$ cat config.mk
export PLATFORM = sky130hd
export DESIGN_NAME = serv_seq_ctrl
export DESIGN_NICKNAME = d
export VERILOG_FILES = /design/src/rtl/serv_seq_ctrl.sv
export SDC_FILE = /design/constraint.sdc
export NUM_CORES = 1
export LEC_CHECK = 0
export ABC_CLOCK_PERIOD_IN_PS = 2000
export CORE_MARGIN = 2
export CORE_UTILIZATION = 50
export DETAILED_ROUTE_END_ITERATION = 10
export PLACE_DENSITY = 0.78
export SLEW_MARGIN = 0
export SYNTH_ARGS = -nofsm -noshare
export SYNTH_HDL_FRONTEND = slang
export SYNTH_SLANG_ARGS = --single-unit
$ cat constraint.sdc
create_clock -name clk -period 2 [get_ports clk]
set_clock_uncertainty 0.1 [all_clocks]
set_input_delay 0.4 -clock clk [delete_from_list [all_inputs] [get_ports clk]]
set_output_delay 0.4 -clock clk [all_outputs]
set_load 0.1 [all_outputs]
$ cat src/rtl/serv_seq_ctrl.sv
// Bit-serial instruction sequencer: fetch handshake, INIT/MEMWAIT/EXEC/TRAP passes
// and the count strobes consumed by the serial PC/control datapath.
module serv_seq_ctrl #(
  parameter int W = 1
) (
  input  logic clk,
  input  logic i_rst,
  input  logic i_ibus_ack,
  input  logic i_two_stage,
  input  logic i_mem_op,
  input  logic i_trap_req,
  input  logic i_dbus_ack,
  output logic o_ibus_cyc,
  output logic o_dbus_cyc,
  output logic o_cnt_en,
  output logic o_init,
  output logic o_pc_en,
  output logic o_trap,
  output logic o_cnt0,
  output logic o_cnt03,
  output logic o_cnt12to31,
  output logic o_cnt_done
);

  localparam int LW = (W == 4) ? 3 : 5;

  typedef enum logic [2:0] {
    FETCH,
    INIT,
    MEMWAIT,
    EXEC,
    TRAP
  } state_t;

  state_t        state;
  logic [LW-1:0] cnt;
  logic          mem_pend;
  logic [5:0]    pos;

  // 2**LW chunks of W bits always span 32 bits, so the counter wraps by itself
  assign pos = 6'(cnt) * 6'(W);

  always_comb begin
    o_cnt_en    = (state == INIT) || (state == EXEC) || (state == TRAP);
    o_init      = (state == INIT);
    o_pc_en     = (state == EXEC) || (state == TRAP);
    o_trap      = (state == TRAP);
    o_cnt0      = o_cnt_en && (pos == 6'd0);
    o_cnt03     = o_cnt_en && (pos < 6'd4);
    o_cnt12to31 = o_cnt_en && (pos >= 6'd12);
    o_cnt_done  = o_cnt_en && (pos == 6'(32 - W));
  end

  always_ff @(posedge clk or posedge i_rst) begin
    if (i_rst) begin
      state      <= FETCH;
      cnt        <= '0;
      mem_pend   <= 1'b0;
      o_ibus_cyc <= 1'b0;
      o_dbus_cyc <= 1'b0;
    end else begin
      if (o_cnt_en) begin
        cnt <= cnt + LW'(1);
      end
      case (state)
        FETCH: begin
          if (o_ibus_cyc && i_ibus_ack) begin
            o_ibus_cyc <= 1'b0;
            mem_pend   <= i_mem_op;
            if (i_trap_req) begin
              state <= TRAP;
            end else if (i_two_stage) begin
              state <= INIT;
            end else begin
              state <= EXEC;
            end
          end else begin
            o_ibus_cyc <= 1'b1;
          end
        end
        INIT: begin
          if (o_cnt_done) begin
            if (i_trap_req) begin
              state    <= TRAP;
              mem_pend <= 1'b0;
            end else if (mem_pend) begin
              state      <= MEMWAIT;
              o_dbus_cyc <= 1'b1;
            end else begin
              state <= EXEC;
            end
          end
        end
        MEMWAIT: begin
          cnt <= '0;
          if (i_dbus_ack) begin
            o_dbus_cyc <= 1'b0;
            mem_pend   <= 1'b0;
            state      <= EXEC;
          end
        end
        EXEC, TRAP: begin
          if (o_cnt_done) begin
            state      <= FETCH;
            o_ibus_cyc <= 1'b1;
          end
        end
        default: state <= FETCH;
      endcase
    end
  end

endmodule

# ---- Word level (Yosys, flattened, before mapping)
# Cells that the tools add are included.
dict set report totals {
  register_bits 11
  inputBits 7
  wordCells 62
  output_inout_bits 10
}
dict set report classes {
  eq_ne 12
  order_cmp 2
  add_sub_neg 1
  reduce_logical 19
  muxes 23
}
# op count
set ops {}
lappend ops {{3-bit two-way mux} 6}
lappend ops {{3-bit one-hot mux with 4 select lines} 1}
lappend ops {{1-bit two-way mux} 10}
lappend ops {{5-bit two-way mux} 2}
lappend ops {{2-bit inequality test, second input constant} 5}
lappend ops {{5-bit AND reduction} 2}
lappend ops {{3-bit by 2-bit == test with 1-bit output, second input constant} 2}
lappend ops {{6-bit logical NOT} 1}
lappend ops {{2-bit nonzero test} 3}
lappend ops {{5-bit by 1-bit adder with 5-bit output, second input constant} 1}
lappend ops {{5-bit == test, second input constant} 1}
lappend ops {{5-bit by 4-bit greater-or-equal comparator with 1-bit output, second input constant} 1}
lappend ops {{1-bit logical AND} 5}
lappend ops {{5-bit by 3-bit less-than comparator with 1-bit output, second input constant} 1}
lappend ops {{2-bit by 1-bit inequality test with 1-bit output, second input constant} 2}
lappend ops {{1-bit one-hot mux with 2 select lines} 2}
lappend ops {{4-bit AND reduction} 1}
lappend ops {{3-bit by 1-bit == test with 1-bit output, second input constant} 1}
lappend ops {{3-bit == test, second input constant} 1}
lappend ops {{3-bit logical NOT} 1}
lappend ops {{1-bit logical OR} 3}
lappend ops {{1-bit one-hot mux with 3 select lines} 1}
lappend ops {{3-bit nonzero test} 1}
lappend ops {{2-bit two-way mux} 1}
lappend ops {{other kinds (2)} 2}

# ---- Longest topological paths before layout
# Gate-level depths: netlist (run 1).
dict set report depth {
  ltp_word 6
  ltp_mapped 7
  mapped_depth_nobuf 7
}

# ---- Worst setup path after synthesis (run 1)
# No wires, ideal clock.
dict set report synth_timing {
  path_kind {reg2out}
  start {register state[0]}
  end {output port o_cnt0}
  path_stages_with_launch 6
  required_ps 1500
  arrival_ps 3343
  path_slack_ps -1843
  n_path_buf 1
  cell_sequence {dfrtp_1 > buf_6 > nor2_4 > a21oi_4 > nor4_2 > and2_1}
}
dict set report synth_between {
  elab_chain_len 4
  word_cells_on_any_way 6
}
# item line_no
set synth_rtl {}
lappend synth_rtl {{from (decl)} 35} ;# state_t state;
lappend synth_rtl {{from (signal assigned)} 56} ;# state <= FETCH;
lappend synth_rtl {{from (signal assigned)} 71} ;# state <= TRAP;
lappend synth_rtl {{from (signal assigned)} 73} ;# state <= INIT;
lappend synth_rtl {{3-bit by 1-bit == test with 1-bit output / 3-bit by 2-bit == test with 1-bit output (equally long branches)} 44} ;# o_cnt_en = (state == INIT) || (state == EXEC) || (state == TRAP);
lappend synth_rtl {{1-bit logical OR} 44}
lappend synth_rtl {{1-bit logical OR *} 44}
lappend synth_rtl {{1-bit logical AND *} 48} ;# o_cnt0 = o_cnt_en && (pos == 6'd0);
lappend synth_rtl {{to (decl)} 19} ;# output logic o_cnt0,
# Every way passes the cells marked *; elsewhere a longest branch is shown, timed or not.

# ---- Worst setup path in the final report (run 1)
dict set report layout_timing {
  start {register cnt[1]}
  end {output port o_cnt_done}
}
dict set report layout_between {
  elab_chain_len 2
}
# item line_no
set layout_rtl {}
lappend layout_rtl {{from (decl)} 36} ;# logic [LW-1:0] cnt;
lappend layout_rtl {{from (signal assigned)} 63} ;# cnt <= cnt + LW'(1);
lappend layout_rtl {{5-bit == test} 51} ;# o_cnt_done = o_cnt_en && (pos == 6'(32 - W));
lappend layout_rtl {{1-bit logical AND} 51}
lappend layout_rtl {{to (decl)} 22} ;# output logic o_cnt_done
# No other way between the ends.

==> impl_metrics.toml, run 1 <==
[critical_path]
timing.rr.end = "mem_pend"
crit_path_start_kind = "flip-flop"
cp-end-kind = "primary output"
worstPathArrival_ns = 1.54
timing.rr.start = "cnt[1]"
crit_required_ns = 1.50
critPathLaunch = "cnt[1]"
ff2ff_setup_slack_ns = 0.11
crit_fanout = 2
reg2reg_depth = 9
worstSetupPathType = "flip-flop to primary output"

[routing]
first_iter_violations = 31
ant_nets = 0
dr.pass1.iters = 4
drt_wl_total_um = 2510
via_per_inst = 5.69
num_vias = 904
wl_per_cell_um = 15.8
drc_errors = 0

[global_route]
grt_pass1_vias = 816
grt-ovfl-total = 0
antenna_found_initial = 0
grt_pass1_wl_um = 3880
grt_max_degree = 18
grt_util_all_layers_pct = 25.9

[finish]
regArea_um2 = 280
final_net_count = 145
most-common-layout-cells = "buf_4 (17), a21oi_1 (10), buf_12 (10), nand2_1 (8), dfrtp_1 (7)"
area_growth_pct = 54.4
antenna_cells = 0
nFillCells = 94
design_area_mm2 = 0.00138
stdcell_count = 159
layout_commonest_cell = "buf_4"
multiInputGateArea_um2 = 609
drive_gt1_share_pct = 44.0

[die]
ios = 17
die_h_um = 46.3
rows = 15
core_mm2 = 0.00171
dieArea_mm2 = 0.00214
initial_core_util_pct = 52.4
die_w_um = 46.3

[clock_network]
clk_pin_slew_ns = 0.08
cts-hold-fix-buffers = 0
cts_buffers = 3
clk_path_buf_depth = 2
clk_latency_ns = 0.27
cts.sinks = 11
clockRootBuffer = "clkbuf_4"
cts_tree = "built"
h-tree-depth = 1

[run]
drv_cap = 0

[sta]
whs_ns = 0.330
period_share_pct = 102
max_slew.worst_pin.slew_ns = 0.454
min_period_ns = 2.04
hold_viol = 0
fmax_ghz = 0.491
slew_violations = 0
slew_headroom_pct = 69.7
fin_ws_ns = -0.0375
setup_violations = 3
rsz0062_at_grt = "yes"

[placed_design]
gp_congestion = 0.834
placed_area_mm2 = 0.00124
dp.cells = 145
port_buffers = 16
hpwl_um = 1510

[synthesis]
synth.distinct_cells = 39
ys_seq_elements = 11
syn_nets = 112
syn_area_per_cell_um2 = 8.77
synth_warnings = 0
synth_cells = 102
synth_area_um2 = 895
synth_seq_area_share_pct = 30.8

[outcome]
outcome = "finished with violations"
violations = "negative setup slack"

[worst_hold_path]
hold_path_class = "input pin to asynchronous set/reset pin"
## critical path, stage by stage (launching register included)
cell	delay [ns]
dfrtp_1	0.40
ha_4	0.15
and3_1	0.17
ha_2	0.20
inv_2	0.06
nor2_4	0.10
buf_12	0.18
## per-stage QoR
step	utilization (%)	setup slack (ns)	setup TNS, ns
after floorplan	-	-0.825	-2.46
after global placement	72.4	0.0966	0
after detailed placement	72.4	0.109	0
after CTS	78.0	-0.0339	-0.0636
after global routing	80.9	-0.122	-0.383
final	80.9	-0.0375	-0.0797
## layout make-up
type | count | area share, %
repair buffers | 34 | 28.9
multi-input cells | 76 | 44.1
clock buffers | 3 | 1.63
well taps | 25 | 2.26
flip-flops and latches | 11 | 20.3
clock inverters | 1 | 0.362
inverters | 9 | 2.45
## per-layer routing
layer  wire [µm]  vias up  GRT usage, %
li1            -      429             -
met1         995      429          35.2
met2        1310       38          41.1
met3         144        8          2.75
met4          67        0          11.4
met5           0        -             0
## how the worst max path moves through the flow
stage | end | slack [ns]
2_1_floorplan | o_cnt0 | -0.83
3_3_place_gp | o_cnt_done | 0.1
3_5_place_dp | o_cnt_done | 0.11
4_1_cts | o_cnt0 | -0.03
5_1_grt | o_cnt0 | -0.12
6_report | o_cnt_done | -0.04
## timing repair
action / CTS / global route
resized for setup: 6 / 8
setup endpoints to repair: 4 / 6
pin swaps: 1 / 4
setup buffers: 7 / 3
## Yosys cell counts
cell type / instances / area [µm²]
a21oi_1: 11 / 55.1
dfrtp_1: 11 / 275
nor2_1: 9 / 33.8
nand2_1: 8 / 30.0
inv_2: 5 / 18.8
mux2i_1: 5 / 50.1
inv_1: 4 / 15.0
o21ai_1: 4 / 20.0
buf_6: 3 / 33.8
ha_1: 3 / 37.5
nand2b_1: 3 / 18.8
nor2b_1: 3 / 18.8
nor3_1: 3 / 15.0
a22o_1: 2 / 17.5
a32oi_1: 2 / 17.5
buf_2: 2 / 10.0
o21ai_0: 2 / 10.0
a21boi_0: 1 / 7.51
a21o_1: 1 / 7.51
a21oi_4: 1 / 16.3
a221oi_2: 1 / 15.0
a2bb2oi_1: 1 / 8.76
a311oi_2: 1 / 15.0
a32o_1: 1 / 10.0
and2_1: 1 / 6.26
and3_1: 1 / 6.26
buf_4: 1 / 7.51
mux2_1: 1 / 11.3
nand3_1: 1 / 5.00
nor2_4: 1 / 11.3
nor2b_4: 1 / 13.8
nor3_2: 1 / 10.0
nor3b_1: 1 / 7.51
nor4_2: 1 / 12.5
nor4b_2: 1 / 15.0
o22ai_1: 1 / 6.26
o2bb2ai_1: 1 / 8.76
o31ai_1: 1 / 7.51
xnor2_1: 1 / 8.76
## state kept, by name (all words and copies together), names as in the netlist
| name | flops |
|---|---|
| mem_pend | 1 |
| state | 3 |
| cnt | 5 |
| o_dbus_cyc | 1 |
| o_ibus_cyc | 1 |
## logic make-up after synthesis
| kind of cell | after synthesis | share of synthesized area (%) |
|---|---|---|
| buffers and inverters | 15 | 9.51 |
| flip-flops | 11 | 30.8 |
| multiplexers | 6 | 6.85 |
| adder cells (fa/ha/maj) | 3 | 4.20 |
| XOR/XNOR | 1 | 0.979 |
| AND/OR/NAND/NOR | 35 | 22.8 |
| AO/OA/AOI/OAI | 31 | 24.9 |
Power of run 1 is left out: the tool's default activity adds up to more than one toggle a clock period on the data nets, which glitch-free logic cannot reach.
==> run 2: changes to the inputs <==
CTS_CLUSTER_SIZE = 25   (was unset)
==> results of run 2 <==
No change in the layout: final DEF, timing and power equal those of run 1.
Power of run 2 is left out for the same reason.
